===== src/rtl/psychic5_sdram_responder.sv =====
// Psychic 5 SDRAM read responder: arbitrates main CPU and object ROM byte reads.
// Optional per-channel word cache enabled by defining PSYCHIC5_SDRAM_WORDCACHE_EN.
module psychic5_sdram_responder #(
  parameter logic [21:0] MAINCPU_BASE = 22'h000000,
  parameter logic [21:0] OBJROM_BASE  = 22'h010000,
  parameter bit          OBJ_PRIORITY = 1'b1
) (
  input  logic        i_EMU_MCLK,
  input  logic        i_EMU_RST,
  input  logic [16:0] i_EMU_MAINCPU_ADDR,
  input  logic        i_EMU_MAINCPU_RQ_n,
  output logic [7:0]  o_EMU_MAINCPU_DATA,
  output logic        o_EMU_MAINCPU_PEND,
  input  logic [16:0] i_EMU_OBJROM_ADDR,
  input  logic        i_EMU_OBJROM_RQ_n,
  output logic [7:0]  o_EMU_OBJROM_DATA,
  output logic        o_EMU_OBJROM_PEND,
  output logic        o_SDRAM_RQ,
  output logic [21:0] o_SDRAM_ADDR,
  input  logic        i_SDRAM_ACK,
  input  logic [15:0] i_SDRAM_DOUT
);

  typedef enum logic {S_IDLE, S_WAIT} state_t;

  state_t           state_q, state_d;
  logic [1:0][16:0] ch_addr, req_addr, last_addr, cmp_addr;
  logic [1:0][7:0]  data_q;
  logic [1:0]       ch_rqn, rqn_q, pend, renew;
  logic [1:0]       is_new, inflight, granting, capture, hit;
  logic             sel_q, sel_d, grant, last_prio_q;
  logic             ack_now, sdram_rq_q;
  logic [21:0]      sdram_addr_q, gnt_addr;
  logic [7:0]       ack_byte;

  assign ch_addr = {i_EMU_OBJROM_ADDR, i_EMU_MAINCPU_ADDR};
  assign ch_rqn  = {i_EMU_OBJROM_RQ_n, i_EMU_MAINCPU_RQ_n};
  assign ack_now = (state_q == S_WAIT) && i_SDRAM_ACK;

  // last_addr of the in-flight channel already holds the served address
  assign ack_byte = last_addr[sel_q][0] ? i_SDRAM_DOUT[15:8]
                                        : i_SDRAM_DOUT[7:0];

  assign gnt_addr = (sel_d ? OBJROM_BASE : MAINCPU_BASE)
                  + {6'b0, req_addr[sel_d][16:1]};

  always_comb begin
    state_d = state_q;
    sel_d   = sel_q;
    grant   = 1'b0;
    unique case (state_q)
      S_IDLE: begin
        if (|pend) begin
          grant   = 1'b1;
          state_d = S_WAIT;
          if (&pend)
            sel_d = last_prio_q ? ~OBJ_PRIORITY : OBJ_PRIORITY;
          else
            sel_d = pend[1];
        end
      end
      S_WAIT: begin
        if (i_SDRAM_ACK) state_d = S_IDLE;
      end
      default: state_d = S_IDLE;
    endcase
  end

  always_comb begin
    for (int i = 0; i < 2; i++) begin
      inflight[i] = (state_q == S_WAIT) && (sel_q == 1'(i));
      granting[i] = grant && (sel_d == 1'(i));
      cmp_addr[i] = granting[i] ? req_addr[i] : last_addr[i];
      is_new[i]   = !ch_rqn[i]
                  && (rqn_q[i] || (ch_addr[i] != cmp_addr[i]));
      capture[i]  = !ch_rqn[i]
                  && (is_new[i] || (pend[i] && !inflight[i]));
    end
  end

`ifdef PSYCHIC5_SDRAM_WORDCACHE_EN
  logic [1:0]       c_valid;
  logic [1:0][15:0] c_waddr, c_word;

  always_comb begin
    for (int i = 0; i < 2; i++) begin
      hit[i] = is_new[i] && !inflight[i] && !granting[i]
             && c_valid[i] && (ch_addr[i][16:1] == c_waddr[i]);
    end
  end

  always_ff @(posedge i_EMU_MCLK) begin
    if (i_EMU_RST) begin
      c_valid <= '0;
      c_waddr <= '0;
      c_word  <= '0;
    end else if (ack_now) begin
      c_valid[sel_q] <= 1'b1;
      c_waddr[sel_q] <= last_addr[sel_q][16:1];
      c_word[sel_q]  <= i_SDRAM_DOUT;
    end
  end
`else
  assign hit = '0;
`endif

  always_ff @(posedge i_EMU_MCLK) begin
    if (i_EMU_RST) begin
      state_q      <= S_IDLE;
      sel_q        <= 1'b0;
      last_prio_q  <= 1'b0;
      sdram_rq_q   <= 1'b0;
      sdram_addr_q <= '0;
      rqn_q        <= '1;
      pend         <= '0;
      renew        <= '0;
      data_q       <= '0;
      req_addr     <= '0;
      last_addr    <= {17'h1FFFF, 17'h1FFFF};
    end else begin
      state_q <= state_d;
      sel_q   <= sel_d;
      rqn_q   <= ch_rqn;
      if (grant) begin
        sdram_rq_q       <= 1'b1;
        sdram_addr_q     <= gnt_addr;
        last_addr[sel_d] <= req_addr[sel_d];
        last_prio_q      <= (sel_d == OBJ_PRIORITY);
      end
      if (ack_now) sdram_rq_q <= 1'b0;
      for (int i = 0; i < 2; i++) begin
        if (capture[i]) req_addr[i] <= ch_addr[i];
        if (is_new[i]) pend[i] <= 1'b1;
        // a fresh request arriving while this channel is being served
        if (is_new[i] && (inflight[i] || granting[i]))
          renew[i] <= 1'b1;
        if (ack_now && inflight[i]) begin
          data_q[i] <= ack_byte;
          pend[i]   <= renew[i] | is_new[i];
          renew[i]  <= 1'b0;
        end
`ifdef PSYCHIC5_SDRAM_WORDCACHE_EN
        if (hit[i]) begin
          data_q[i]    <= ch_addr[i][0] ? c_word[i][15:8]
                                        : c_word[i][7:0];
          pend[i]      <= 1'b0;
          last_addr[i] <= ch_addr[i];
        end
`endif
      end
    end
  end

  assign o_EMU_MAINCPU_DATA = data_q[0];
  assign o_EMU_OBJROM_DATA  = data_q[1];
  assign o_EMU_MAINCPU_PEND = pend[0];
  assign o_EMU_OBJROM_PEND  = pend[1];
  assign o_SDRAM_RQ         = sdram_rq_q;
  assign o_SDRAM_ADDR       = sdram_addr_q;

endmodule


===== config.mk =====
export PLATFORM = sky130hd
export DESIGN_NAME = psychic5_sdram_responder
export DESIGN_NICKNAME = d
export VERILOG_FILES = /design/src/rtl/psychic5_sdram_responder.sv
export SDC_FILE = /design/constraint.sdc
export NUM_CORES = 1
export LEC_CHECK = 0
export CAP_MARGIN = 5
export CORE_MARGIN = 2
export CORE_UTILIZATION = 54
export CTS_CLUSTER_DIAMETER = 100
export DETAILED_ROUTE_END_ITERATION = 10
export GPL_TIMING_DRIVEN = 0
export HOLD_SLACK_MARGIN = 0.06
export PLACE_DENSITY_LB_ADDON = 0.08
export SLEW_MARGIN = 5
export SYNTH_ARGS = -nofsm -noshare
export SYNTH_HDL_FRONTEND = slang
export SYNTH_SLANG_ARGS = --single-unit

===== constraint.sdc =====
create_clock -name i_EMU_MCLK -period 3.4 [get_ports i_EMU_MCLK]
set_clock_uncertainty 0.05 [all_clocks]
set_input_delay 0.34 -clock i_EMU_MCLK [delete_from_list [all_inputs] [get_ports i_EMU_MCLK]]
set_output_delay 0.34 -clock i_EMU_MCLK [all_outputs]
set_load 0.005 [all_outputs]

==> results.toml <==
[outcome]
run_status = "complete, no violations"

[drt]
avgRoutedWirePerCell_um = 18.4
drt-total-wl_mm = 16.7
detailed_route_drc_error_count = 0
drtAntennaViolNets = 0
firstDrtPassIters = 5
iteration_0_drc_count_of_the_detailed_router = 431
viasPerCell = 6.04
dr_total_vias = 5505

[timing]
tightest_slew_ns = 1.09
layout_worst_path_cycle_share = 0.919
total_count_of_hold_check_failures_in_the_final_report = 0
maxClockFrequency_mhz = 320
slew-limit-headroom = 0.253
layout_min_cycle_time_ns = 3.12
layout_setup_ws_ns = 0.276
finalSetupViolCount = 0
grt_setup_unrepaired = "false"
finalSetupTns_ns = 0
final-max-slew-violation-count = 0
hold_slack_ns = 0.406

[synth]
post_synth_instance_area_um2 = 5700
synth_enable_flop_cells = 0
yosysMostFrequentCell = "sky130_fd_sc_hd__dfxtp_1"
netlist.area_leader.share = 0.387
yosys-top-cells-area = "sky130_fd_sc_hd__dfxtp_1 39%, sky130_fd_sc_hd__a21oi_1 6.7%, sky130_fd_sc_hd__mux2i_1 6.7%"
yosys_warnings = 0
share_of_the_yosys_chip_area_belonging_to_registers = 0.387
syn-mean-instance-area_um2 = 8.53
netlist_instances = 668
number_of_register_bits_inferred_by_synthesis = 110
yosys.area.top_type = "sky130_fd_sc_hd__dfxtp_1"
distinct_cell_type_count_after_synthesis = 53
async_flop_share = 0
flip_flop_cell_with_the_highest_count_after_synthesis = "sky130_fd_sc_hd__dfxtp_1"
post_synth_most_frequent_cells = "110 x sky130_fd_sc_hd__dfxtp_1, 76 x sky130_fd_sc_hd__a21oi_1, 61 x sky130_fd_sc_hd__nand2_1"

[clock_tree]
cts_post_setup_buffers_inserted = 0
count_of_cells_resized_by_post_cts_repair = 0
clock_sinks = 110
postCtsHoldBufs = 0
cts_root_buf = "sky130_fd_sc_hd__clkbuf_8"
cts_made_buffers = 9
clock_latency_ns = 0.37
cts_tree = "built"
clock_tree.buffer_depth = 2
cts.htree.levels = 3
clk_transition_reported_paths_ns = 0.10

[worst_setup_path]
cp-start-kind = "register"
cp_cell_sequence = "nor2b_1, nand2_1, nor4_1, a21oi_1, nor4_4, and2_1, buf_4, buf_6, a21oi_1"
worst_path_maximum_fanout = 10
timing.critical_path.to = "req_addr[10]"
reg2reg_depth = 9
critPathArrivalTime_ns = 3.33
worstPathRequired_ns = 3.60
rr_endpoint = "req_addr[10]"
timing.critical_path.from = "pend[0]"
worst_setup_path_end_kind = "register"
regToRegSetupSlack_ns = 0.28
worst_flop_to_flop_path_startpoint = "pend[0]"
critical_path.slowest_cell = "sky130_fd_sc_hd__nor4_4"
critical_path.max_stage_delay_ns = 0.56
cpMostUsedCell = "sky130_fd_sc_hd__a21oi_1"
path_class = "reg -> reg"

[die]
floorplan.initialDensity = 0.554
ios = 96
design.core.area_um2 = 10300
floorplan.die_area_um2 = 11400
die_height_um = 107
die-width_um = 107
rows = 37

[layout]
finish.utilization = 0.676
syn_to_final_growth_pct = 21.9
finish.net_count = 826
ant_diodes = 0
layout-drive-gt1-share = 0.0515

[min_path]
min-delay-path-class = "reg -> reg"

[global_routing]
track_usage = 0.301
grt_antenna_before_repair = 0
grt_max_degree = 17
first_global_vias = 5331
global_route_wire_length_before_repair_mm = 27.2
globalRoute.totalOverflow = 0

[placement]
detailedPlacementHpwl_mm = 12.3
port-buffer-count = 88
globalplace.congestion = 0.946
dp_slack_ns = 0.337

[run]
max_cap_viols = 0

[pwr]
power_density_nw_per_um2 = 434
irDropWorstVdd_mv = 0.256
static-leakage-power_nw = 2.58
power.total_mw = 3.01
[layer usage]
metal / vias to the layer above / share of wire / global-route usage
met1: 2640 / 0.46 / 0.426
met3: 28 / 0.073 / 0.0492
met2: 245 / 0.45 / 0.465
li1: 2592 / - / -
met4: 0 / 0.021 / 0.106
met5: - / 0 / 0
[how the worst min path moves through the flow]
stage                                   to             start  depth (start not counted)  slack [ns]
after detailed placement  o_SDRAM_ADDR[11]  o_SDRAM_ADDR[11]                          2        0.40
after global routing       o_SDRAM_ADDR[6]   o_SDRAM_ADDR[6]                          2        0.43
after CTS                 o_SDRAM_ADDR[11]  o_SDRAM_ADDR[11]                          2        0.41
after global placement     o_SDRAM_ADDR[6]   o_SDRAM_ADDR[6]                          2        0.39
final                      o_SDRAM_ADDR[6]   o_SDRAM_ADDR[6]                          2        0.41
after floorplan                   renew[1]          renew[1]                          1        0.39
[cell usage in the layout, fill, tap and decap left out, types with 7 or more instances in the layout]
cell type and instances:
sky130_fd_sc_hd__o21bai_1 7, sky130_fd_sc_hd__mux2i_1 38, sky130_fd_sc_hd__clkbuf_8 9, sky130_fd_sc_hd__dfxtp_1 110, sky130_fd_sc_hd__buf_4 7, sky130_fd_sc_hd__xor2_1 10
sky130_fd_sc_hd__inv_1 20, sky130_fd_sc_hd__o221ai_1 21, sky130_fd_sc_hd__nor2_1 44, sky130_fd_sc_hd__buf_2 8, sky130_fd_sc_hd__xnor2_1 10, sky130_fd_sc_hd__clkbuf_1 35
sky130_fd_sc_hd__nand2_1 61, sky130_fd_sc_hd__a221oi_1 17, sky130_fd_sc_hd__nor2b_1 14, sky130_fd_sc_hd__a21oi_1 76, sky130_fd_sc_hd__nand2b_1 53, sky130_fd_sc_hd__a211o_1 7
sky130_fd_sc_hd__o21ai_0 7, sky130_fd_sc_hd__clkdlybuf4s50_1 88, sky130_fd_sc_hd__nand3b_1 29, sky130_fd_sc_hd__a211oi_1 20
[logic make-up (layout without fill, tap and decap cells)]
family                    Yosys count  in the layout  synth area share
buffers and inverters              73            177            0.0584
DFF                               110            110             0.387
AOI/OAI and AO/OA                 188            188             0.227
xor gates and xnor gates           20             20            0.0307
and+or+nand+nor                   237            237             0.227
muxes                              39             39            0.0694
other                               1              5          0.000658
[state kept, by name, indices dropped and copies added, names as in the netlist, 2 cells and up]
| name | flops |
|---|---|
| pend | 2 |
| rqn_q | 2 |
| renew | 2 |
| o_SDRAM_ADDR | 17 |
| o_EMU_OBJROM_DATA | 8 |
| last_addr | 34 |
| o_EMU_MAINCPU_DATA | 8 |
| req_addr | 34 |
[critical path, delay by kind of cell, from the launching register on]
family / cells / cell delay, ns
and+or+nand+nor: 5 / 1.82
DFF: 1 / 0.51
buffers and inverters: 2 / 0.34
AOI/OAI and AO/OA: 2 / 0.27
[metrics by stage]
stage               instance area (um2)  cells
CTS                                6950    912
global route                       6950    912
floorplan                          5710    672
detailed placement                 6760    896
finish                             6950    912
global placement                   6760    896
[final cells by class]
class / instances / area [um2]
sequential: 110 / 2200
multi-input combinational: 489 / 3180
clock inverter: 4 / 47.5
fill: 903 / 3330
tap: 136 / 170
buffer: 53 / 258
inverter: 20 / 75.1
timing repair buffer: 88 / 881
clock buffer: 12 / 135
[power by group]
part / leakage (nW) / internal, mW / switching, mW
registers: 0.907 / 1.40 / 0.100
clock network: 0.0904 / 0.340 / 0.441
logic: 1.58 / 0.344 / 0.388
(Power assumes the default switching activity.)
